## src/rtl/ntm_vector_calculus_controller.sv

```systemverilog
// Streams a vector through a shared scalar adder, producing either its first difference
// (differentiation) or its running sum (integration), one result per input element.
module ntm_vector_calculus_controller #(
   parameter int DATA_SIZE    = 64,
   parameter int CONTROL_SIZE = 4
) (
   input  logic                    CLK,
   input  logic                    RST,
   input  logic                    START,
   output logic                    READY,
   input  logic [CONTROL_SIZE-1:0] CONTROL,
   input  logic [DATA_SIZE-1:0]    SIZE_IN,
   output logic                    DATA_ENABLE,
   input  logic [DATA_SIZE-1:0]    DATA_IN,
   input  logic                    DATA_IN_ENABLE,
   output logic [DATA_SIZE-1:0]    DATA_OUT,
   output logic                    DATA_OUT_ENABLE,
   output logic                    ADDER_START,
   output logic                    ADDER_OPERATION,
   output logic [DATA_SIZE-1:0]    ADDER_DATA_A,
   output logic [DATA_SIZE-1:0]    ADDER_DATA_B,
   input  logic                    ADDER_READY,
   input  logic [DATA_SIZE-1:0]    ADDER_DATA_OUT
);

   typedef enum logic [1:0] {IDLE, INPUT, ADDER_WAIT, ENDER} state_t;

   state_t               r_state, w_state_next;
   logic                 r_integrate, w_integrate_next;
   logic [DATA_SIZE-1:0] r_size, w_size_next;
   logic [DATA_SIZE-1:0] r_index, w_index_next;
   logic [DATA_SIZE-1:0] r_prev, w_prev_next;
   logic [DATA_SIZE-1:0] r_acc, w_acc_next;
   logic [DATA_SIZE-1:0] r_x, w_x_next;

   logic                 r_ready, w_ready_next;
   logic                 r_data_enable, w_data_enable_next;
   logic [DATA_SIZE-1:0] r_data_out, w_data_out_next;
   logic                 r_data_out_enable, w_data_out_enable_next;
   logic                 r_adder_start, w_adder_start_next;
   logic                 r_adder_op, w_adder_op_next;
   logic [DATA_SIZE-1:0] r_adder_a, w_adder_a_next;
   logic [DATA_SIZE-1:0] r_adder_b, w_adder_b_next;

   // Only CONTROL[0] selects the operation; the remaining bits are reserved.
   generate
      if (CONTROL_SIZE > 1) begin : g_ctrl_spare
         logic w_unused_ctrl;
         assign w_unused_ctrl = ^CONTROL[CONTROL_SIZE-1:1];
      end
   endgenerate

   always_ff @(posedge CLK or negedge RST) begin
      if (!RST) begin
         r_state           <= IDLE;
         r_integrate       <= 1'b0;
         r_size            <= '0;
         r_index           <= '0;
         r_prev            <= '0;
         r_acc             <= '0;
         r_x               <= '0;
         r_ready           <= 1'b0;
         r_data_enable     <= 1'b0;
         r_data_out        <= '0;
         r_data_out_enable <= 1'b0;
         r_adder_start     <= 1'b0;
         r_adder_op        <= 1'b0;
         r_adder_a         <= '0;
         r_adder_b         <= '0;
      end else begin
         r_state           <= w_state_next;
         r_integrate       <= w_integrate_next;
         r_size            <= w_size_next;
         r_index           <= w_index_next;
         r_prev            <= w_prev_next;
         r_acc             <= w_acc_next;
         r_x               <= w_x_next;
         r_ready           <= w_ready_next;
         r_data_enable     <= w_data_enable_next;
         r_data_out        <= w_data_out_next;
         r_data_out_enable <= w_data_out_enable_next;
         r_adder_start     <= w_adder_start_next;
         r_adder_op        <= w_adder_op_next;
         r_adder_a         <= w_adder_a_next;
         r_adder_b         <= w_adder_b_next;
      end
   end

   always_comb begin
      w_state_next           = r_state;
      w_integrate_next       = r_integrate;
      w_size_next            = r_size;
      w_index_next           = r_index;
      w_prev_next            = r_prev;
      w_acc_next             = r_acc;
      w_x_next               = r_x;
      w_ready_next           = 1'b0;
      w_data_enable_next     = 1'b0;
      w_data_out_next        = r_data_out;
      w_data_out_enable_next = 1'b0;
      w_adder_start_next     = 1'b0;
      // Adder operands persist until the next request so they stay stable while the adder works.
      w_adder_op_next        = r_adder_op;
      w_adder_a_next         = r_adder_a;
      w_adder_b_next         = r_adder_b;

      case (r_state)
         IDLE: begin
            if (START) begin
               if (SIZE_IN != '0) begin
                  w_integrate_next   = CONTROL[0];
                  w_size_next        = SIZE_IN;
                  w_index_next       = '0;
                  w_prev_next        = '0;
                  w_acc_next         = '0;
                  w_data_enable_next = 1'b1;
                  w_state_next       = INPUT;
               end else begin
                  w_ready_next = 1'b1;
               end
            end
         end
         INPUT: begin
            if (DATA_IN_ENABLE) begin
               w_x_next           = DATA_IN;
               w_adder_start_next = 1'b1;
               if (r_integrate) begin
                  w_adder_a_next  = r_acc;
                  w_adder_b_next  = DATA_IN;
                  w_adder_op_next = 1'b0;
               end else begin
                  w_adder_a_next  = DATA_IN;
                  w_adder_b_next  = r_prev;
                  w_adder_op_next = 1'b1;
               end
               w_state_next = ADDER_WAIT;
            end
         end
         ADDER_WAIT: begin
            if (ADDER_READY) begin
               w_data_out_next        = ADDER_DATA_OUT;
               w_data_out_enable_next = 1'b1;
               if (r_integrate) begin
                  w_acc_next = ADDER_DATA_OUT;
               end else begin
                  w_prev_next = r_x;
               end
               w_index_next = r_index + DATA_SIZE'(1);
               if (r_index == r_size - DATA_SIZE'(1)) begin
                  w_state_next = ENDER;
               end else begin
                  w_data_enable_next = 1'b1;
                  w_state_next       = INPUT;
               end
            end
         end
         ENDER: begin
            w_ready_next = 1'b1;
            w_state_next = IDLE;
         end
         default: w_state_next = IDLE;
      endcase
   end

   assign READY           = r_ready;
   assign DATA_ENABLE     = r_data_enable;
   assign DATA_OUT        = r_data_out;
   assign DATA_OUT_ENABLE = r_data_out_enable;
   assign ADDER_START     = r_adder_start;
   assign ADDER_OPERATION = r_adder_op;
   assign ADDER_DATA_A    = r_adder_a;
   assign ADDER_DATA_B    = r_adder_b;

endmodule

```

## config.mk

```make
export PLATFORM = sky130hd
export DESIGN_NAME = ntm_vector_calculus_controller
export DESIGN_NICKNAME = d
export VERILOG_FILES = /design/src/rtl/ntm_vector_calculus_controller.sv
export SDC_FILE = /design/constraint.sdc
export NUM_CORES = 1
export LEC_CHECK = 0
export ABC_AREA = 1
export CORE_MARGIN = 1.5
export CORE_UTILIZATION = 50
export CTS_BUF_LIST = sky130_fd_sc_hd__clkbuf_4 sky130_fd_sc_hd__clkbuf_8 sky130_fd_sc_hd__clkbuf_16
export CTS_CLUSTER_DIAMETER = 80
export CTS_CLUSTER_SIZE = 28
export DETAILED_ROUTE_END_ITERATION = 8
export PLACE_DENSITY = 0.75
export SKIP_LAST_GASP = 1
export SLEW_MARGIN = 20
export SYNTH_ARGS = -nofsm -noshare
export SYNTH_HDL_FRONTEND = slang
export SYNTH_SLANG_ARGS = --single-unit
```

## constraint.sdc

```tcl
create_clock -name CLK -period 3.39 [get_ports CLK]
set_input_delay 0.339 -clock CLK [delete_from_list [all_inputs] [get_ports CLK]]
set_output_delay 0.339 -clock CLK [all_outputs]
set_load 0.05 [all_outputs]
```

# Word-level counts from Yosys, hierarchy flattened
# Cells that the tools add are included.
# classes
add_sub_neg	2
eq_ne	10
muxes	31
n_reduce_logical	10
# op_table
cell	n
$mux W64	9
$pmux W64 S2	3
$add A64 B1 Y64 const B	1
$eq A64 B64 Y1	1
$reduce_bool A64 Y1	1
$sub A64 B1 Y64 const B	1
$ne A2 B2 Y1 const B	6
$mux W1	11
$mux W2	5
$reduce_and A5 Y1	2
$pmux W2 S4	1
$reduce_and A4 Y1	2
$eq A2 B2 Y1 const B	2
$pmux W1 S2	2
$reduce_and A2 Y1	2
$reduce_and A3 Y1	1
$eq A2 B1 Y1 const B	1
$logic_not A2 Y1	1
$reduce_bool A2 Y1	1
# totals
reg_bits	520
input_bits	201
output_inout_bits	197
elab_cells	68

# Logic depth before layout (Yosys ltp)
# Gate-level depths: netlist of the first run.
# logic_depth
depth_word	5
ltp_mapped	19
ltp_nobuf	19

# Worst setup path before layout of the first run
# No wires, ideal clock.
# synth_timing
path_type	reg2reg
start	register r_size[0]
end	register r_data_enable, in the netlist DATA_ENABLE
setup_ps	121
arrival_time_ps	1982
t_required_ps	3269
setup_slack_ps	1287
stages_incl_launch_ff	17
n_path_buf	0
synth_period_minus_slack_ps	2103
cell_sequence	dfrtp_1 inv_2 ha_1 nand3_4 nor2_2 nand2_2 nor2_4 nand3_2 xor2_1 nor2_1 nand2_1 nor2_1 nand2_1 nor2_2 nand2_1 nand2_1 nand2_1
# synth_between
elab_chain_cells	5
# synth_rtl
item	line	source
start, declared	30	logic [DATA_SIZE-1:0] r_size, w_size_next;
start signal, assigned	73	r_size <= w_size_next;
$sub A64 B1 Y64	149	if (r_index == r_size - DATA_SIZE'(1)) begin
$eq A64 B64 Y1	149	
$mux W1	149	
$mux W1	140	if (ADDER_READY) begin
$pmux W1 S2	107	case (r_state)
named net w_data_enable_next	37	logic r_data_enable, w_data_enable_next;
end signal, assigned	79	r_data_enable <= w_data_enable_next;
end, declared	37	
# The timed path passes the listed nets, and every way through them passes these cells.
# A chain may end at the register's enable or synchronous reset.

# Final worst setup path of the first run
# Ends and elaborated chain as after synthesis.

==> results of run 1 <==
==> worst max-delay path by stage <==
stage / start / end / slack, ns
2_1_floorplan: r_size[0] / DATA_ENABLE / 1.29
3_5_place_dp: SIZE_IN[29] / r_acc[60] / 0.27
3_3_place_gp: SIZE_IN[29] / r_acc[15] / 0.32
6_report: r_size[0] / DATA_ENABLE / 0.53
4_1_cts: r_size[0] / DATA_ENABLE / 0.56
5_1_grt: r_size[21] / DATA_ENABLE / 0.27
==> routing by layer <==
| metal | GRT usage (%) | up-vias | share of wire [%] |
|---|---|---|---|
| met1 | 44.09 | 11380 | 44 |
| li1 | - | 11580 | - |
| met3 | 5.645 | 107 | 6.6 |
| met2 | 50.47 | 720 | 47 |
| met4 | 7.823 | 0 | 2.7 |
| met5 | 0 | - | 0 |
==> cell usage after synthesis (4+ instances only) <==
master    instances
nand2_1        1145
nor2_1          591
dfrtp_1         520
nand3_1         214
o21ai_0         198
a21oi_1         169
inv_1           165
clkbuf_1        108
xor2_1           64
nand4_1          45
buf_2            34
nor3_1           28
nor4_1           23
buf_1            14
mux2_2           14
nor2_2           13
xnor2_1          12
nand3b_1         11
nand2_2           9
nor2_4            9
o21ai_1           9
or2_2             8
ha_1              7
inv_2             7
nor2_8            4
==> state kept, by name (all words and copies together) (netlist names), 2 cells and up <==
name / cells
r_state: 2
ADDER_DATA_A: 64
r_index: 64
r_prev: 64
r_acc: 64
ADDER_DATA_B: 64
DATA_OUT: 64
r_x: 64
r_size: 64
==> critical path, delay by kind of cell (launching register included) <==
kind | cells | cell delay, ns
XOR/XNOR | 1 | 0.20
adder cells (fa/ha/maj) | 1 | 0.24
buffers and inverters | 1 | 0.11
flip-flops | 1 | 0.41
AND/OR/NAND/NOR | 11 | 1.75
==> through the flow <==
stage               std cells  hold slack [ns]
finish                   4467           0.2592
global route             4467           0.2603
CTS                      4467           0.2438
detailed placement       4412           0.4118
global placement         4412           0.4067
floorplan                3443          0.04341
==> logic make-up (layout without fill, tap and decap cells) <==
family | Yosys count | count (layout)
XOR/XNOR | 79 | 79
AO/OA/AOI/OAI | 379 | 379
flip-flops | 520 | 520
multiplexers | 14 | 14
adder cells (fa/ha/maj) | 7 | 7
AND/OR/NAND/NOR | 2115 | 2115
buffers and inverters | 329 | 673
==> final cells by class <==
class / instances / area, sq um / area share [%]
clock buffer: 31 / 747.0 / 2.341
sequential: 520 / 13020 / 40.79
inverter: 173 / 659.4 / 2.066
timing repair buffer: 446 / 4592 / 14.39
multi-input combinational: 2594 / 11690 / 36.62
clock inverter: 23 / 360.3 / 1.129
tap: 680 / 850.8 / 2.666
==> repair_timing <==
action | CTS | global route
endpoints found under the hold margin | 72 | 0
hold buffers | 1 | 0
setup buffers | 0 | 0
==> where the power goes <==
group          switching (uW)  internal [uW]
combinational            9910           4440
clock                    2410           2040
sequential               1750           8650
==> results.ini, run 1 <==
[detailed_routing]
vias_per_cell=5.324
wl_per_cell_um=18.65
detail_route.iter0.violations=2204
drc=0
num_vias=23780
antenna_left=0
dr.pass1.iters=5
drt_wl_total_um=83300

[die]
io_pins=398
die_width_um=230.7
die_area_sq_mm=0.05323
coreArea_sq_mm=0.05130
num_rows=83
initial_core_util_pct=50.54
die_y_um=230.7

[setup_path]
slowest_stage=dfrtp_1
cp_data_arrival_time_ns=3.34
crit_path_start_kind=flop
path_cells=inv_2, ha_1, nand3_4, nor2_2, nand2_2, nor2_4, nand2_1, xnor3_1, nor3_1, nand2_1, nor2_1, nand2_1, nand2_1, nand2_1
r2r-end=DATA_ENABLE
max_stage_delay_ns=0.41
crit_fanout=5
path_class=reg2reg
r2r_cells=14
regToRegSetupSlack_ns=0.53
cpMostUsedCell=nand2_1
required_ns=3.87
r2r-start=r_size[0]
cp-end-kind=flop

[clock_network]
post_cts_resize_count=0
cts_sinks=520
clk_path_buf_depth=3
clk_pin_slew_ns=0.11
cts_tree=done
worstSkewPairLatency_ns=0.64
cts_max_level=1
cts_root_buffer=clkbuf_16
cts_made_buffers=29

[worst_hold_path]
worstHoldStart=ADDER_DATA_OUT[49]
hold_depth=3
worstHoldPathType=in2reg
hold_end=DATA_OUT[49]

[placement]
dpl_cell_area_sq_mm=0.03080
preCtsSetupSlack_ns=0.2717
gp_congestion=0.9918
dpl.hpwl_um=60270
portBuffers=394

[logic_synthesis]
yosysTopAreaCell=dfrtp_1
ys_warn_count=0
syn-num-nets=3651
synth_edf_count=0
synthCells=3443
synth_top_area_share_pct=50.18
yosys.cell_types.count=36
synth-xor-area-share_pct=2.828
synth_top_family_by_area=simple AND/OR/NAND/NOR gates
synth_area_sq_mm=0.02593
yosys.area_share.simple_pct=33.77
synth_top_flop_cell=dfrtp_1
synth_area_per_cell_sq_um=7.531
synth_seq_cells=520
async_flop_share_pct=100.0
synth_compound_area_share_pct=7.349
synth_area_leaders=dfrtp_1, nand2_1, nor2_1
synthMuxAreaShare_pct=0.6080
synth_fa_ha_area_share_pct=0.3378
ys_seq_area_share_pct=50.18

[sta]
min_period_ns=2.860
slew_viol_final=0
rsz0062_at_grt=false
fin_skew_ns=0.03371
fmax_ghz=0.3496
relSlewSlack_pct=38.65
tns_ns=0
setup_violations=0
setup_slack_ns=0.5299
tightestPinTransition_ns=0.9202
hold_viol=0
period_share_pct=84.37

[pwr]
power_uw=29220
p_leak_uw=0.01488
ir_drop_uv=709.6
power.density_mw_per_mm2=915.5

[global_route]
grt_max_degree=171
overflow=0
grtUsageTotal_pct=31.41
grt_pass1_wl_um=132100
grt_pass1_vias=22760
antenna_found_initial=1

[layout]
diodes=0
final_nets=3972
postLayoutCoreUtil_pct=62.21
drive_gt1_share_pct=5.070
syn_to_final_growth_pct=23.07
final_cell_mix=nand2_1, nor2_1, dfrtp_1
final_common_cell=nand2_1
nFillCells=4642
fin_area_sq_mm=0.03191

[flow_run]
cap_viol_max_count=0

[run_status]
status=finished clean

No activity file was read; power rests on OpenSTA's default activity.
==> run 2, diff against run 1 <==
Settings changed: CORE_UTILIZATION 50 to 49, PLACE_DENSITY 0.75 to 0.76.
Clock period 3.39 ns to 2.6 ns, I/O delays scaled along.
==> results.ini, run 2 (synthesis results as in run 1) <==
[setup_path]
endpoint=r_state[1]
max_stage_delay_ns=0.40  ; about the same
crit_fanout=5  ; unchanged
r2r-start=r_size[1]
path_class=reg2reg
required_ns=3.16  ; -0.71 ns
cp_data_arrival_time_ns=3.06  ; -0.28 ns
regToRegSetupSlack_ns=0.1  ; -0.43 ns
crit_path_start_kind=flop
cp-end-kind=flop
r2r_cells=16  ; +2
slowest_stage=dfrtp_1
path_cells=inv_2, ha_4, nand3_4, nor2_8, nand2_4, nor2_4, nand3_1, nand3_1, nand2_1, nor2_1, nand2_1, nor2_2, nand2_2, nor2_4, nand3_2, a21oi_2
crit_buf_inv=1  ; unchanged
critPathLaunch=r_size[1]
cp_top_family=simple AND/OR/NAND/NOR gates
r2r-end=r_state[1]
worstSetupPathDepth=16  ; +2

[placement]
dpl.hpwl_um=61870  ; +2.7%
portBuffers=394  ; unchanged
dpl_cell_area_sq_mm=0.03147  ; +2.2%
place_inst=4504  ; +2.1%
gp_congestion=1.022  ; +3.0%

[pwr]
p_int_uw=20090  ; +33%
p_seq_share_pct=35.2  ; -0.4 points
power.density_mw_per_mm2=1173  ; +28%
power_uw=38700  ; +32%
p_sw_uw=18620  ; +32%
p_clk_share_pct=15.0  ; -0.2 points
pwr-share-comb_pct=49.8  ; +0.7 points
swShare_pct=48.10  ; -0.071 points
p_leak_uw=0.01544  ; +3.8%
ir_drop_uv=851.8  ; +20%

[detailed_routing]
drc=0  ; unchanged
vias_per_cell=5.352  ; +0.52%
wl_met1_um=35380  ; -3.1%
wl_met3_um=6332  ; +15%
drt_wl_total_um=83700  ; +0.47%
num_vias=24480  ; +2.9%
wl_per_cell_um=18.30  ; -1.9%
top_layer_used=met5
wl_met2_um=38960  ; -0.29%
detail_route.iter0.violations=2248  ; +2.0%
antenna_left=0  ; unchanged
dr.pass1.iters=6  ; +1

[sta]
slew_viol_final=0  ; unchanged
rsz0062_at_grt=true
setup_violations=0  ; unchanged
tns_ns=0  ; unchanged
period_share_pct=96.28  ; +12 points
fin_skew_ns=0.02050  ; -0.01321 ns
hold_viol=0  ; unchanged
relSlewSlack_pct=55.94  ; +17 points
fmax_ghz=0.3995  ; +14%
min_period_ns=2.503  ; -0.3570 ns
tightestPinTransition_ns=0.6588  ; -0.2614 ns

[global_route]
overflow=0  ; unchanged
antenna_found_initial=2  ; +1
grtUsageTotal_pct=30.82  ; -0.59 points
grt_pass1_wl_um=131100  ; -0.73%
grt_max_degree=86  ; -50%
grt_pass1_vias=23560  ; +3.5%

[flow_run]
cap_viol_max_count=0  ; unchanged

[clock_network]
clk_pin_slew_ns=0.11  ; about the same
cts_made_buffers=30  ; +3.4%
cts_tree=done
cts_max_level=1  ; unchanged
cts_root_buffer=clkbuf_16
cts_sinks=520  ; unchanged
worstSkewPairLatency_ns=0.63  ; about the same
clk_path_buf_depth=3  ; unchanged

[layout]
final_common_cell=nand2_1
drive_gt1_share_pct=8.829  ; +3.8 points
fin_area_sq_mm=0.03299  ; +3.4%
layout.cells.non_filler=4574  ; +2.4%
final_nets=4072  ; +2.5%
final_cell_mix=nand2_1, nor2_1, dfrtp_1
syn_to_final_growth_pct=27.21

[die]
die_area_sq_mm=0.05431  ; +2.0%
num_rows=84  ; +1.2%
coreArea_sq_mm=0.05245  ; +2.2%
die_y_um=233.0  ; +1.0%
die_width_um=233.0  ; +1.0%
io_pins=398  ; unchanged
initial_core_util_pct=49.44  ; -1.1 points

[run_status]
status=finished clean

[worst_hold_path]
worstHoldPathType=in2reg

run 2: cell type report:
class / instances / area, sq um
sequential: 520 / 13020
inverter: 173 / 659.4
tap: 688 / 860.8
multi-input combinational: 2595 / 11910
antenna: 1 / 2.502
clock inverter: 20 / 360.3
clock buffer: 33 / 779.5
timing repair buffer: 544 / 5393
fill: 4626 / 19460
run 2: worst reg2reg max path: cells and delay by family, from the launching register on:
family                   cells  cell delay [ns]
AND/OR/NAND/NOR             13             1.60
flip-flops                   1             0.40
adder cells (fa/ha/maj)      1             0.16
AO/OA/AOI/OAI                1             0.16
buffers and inverters        1             0.10
run 2: how the worst min path moves through the flow:
stage / startpoint / to / slack [ns] / cells past startpoint
6_report: ADDER_DATA_OUT[15] / DATA_OUT[15] / 0.18 / 3
5_1_grt: ADDER_DATA_OUT[44] / DATA_OUT[44] / 0.18 / 3
4_1_cts: ADDER_DATA_OUT[49] / DATA_OUT[49] / 0.16 / 3
3_5_place_dp: RST / r_size[46] / 0.28 / 1
3_3_place_gp: RST / r_size[46] / 0.29 / 1
2_1_floorplan: RST / ADDER_DATA_A[0] / -0.04 / 0
run 2: metal layers:
metal  up-vias  global-route usage [%]
met5         -                       0
met1     11620                   41.89
met2       895                   49.50
met3       168                   6.360
li1      11790                       -
met4         4                   9.536
run 2: power groups by stage:
stage,Sequential [uW],Combinational (uW),Clock [uW]
2_1_floorplan,18100,7400,0
3_3_place_gp,13600,18900,0
3_5_place_dp,13600,19200,0
4_1_cts,13600,19200,5900
5_1_grt,14000,20900,6180
6_report,13600,19300,5800
run 2: metrics by stage:
step,setup slack [ns],hold WS [ns],util [%]
6_report,0.09684,0.1801,62.90
3_3_place_gp,-0.05698,0.2866,60.01
3_5_place_dp,-0.06454,0.2849,60.01
2_1_floorplan,0.4972,-0.03559,-
5_1_grt,-0.07528,0.1753,62.89
4_1_cts,0.003859,0.1609,62.23
run 2: repair_timing:
action / CTS / global route
pin swaps: 3 / 20
endpoints found under the hold margin: 51 / 0
setup endpoints to repair: 1 / 2
hold buffers: 1 / 0
gates cloned: 0 / 1
gates resized for setup: 2 / 70
setup buffers: 1 / 13
==> run 3, diff against run 2 <==
Settings changed: CAP_MARGIN set to 20.
==> results of run 3 <==
No change in the layout: final DEF, timing and power equal those of run 2.
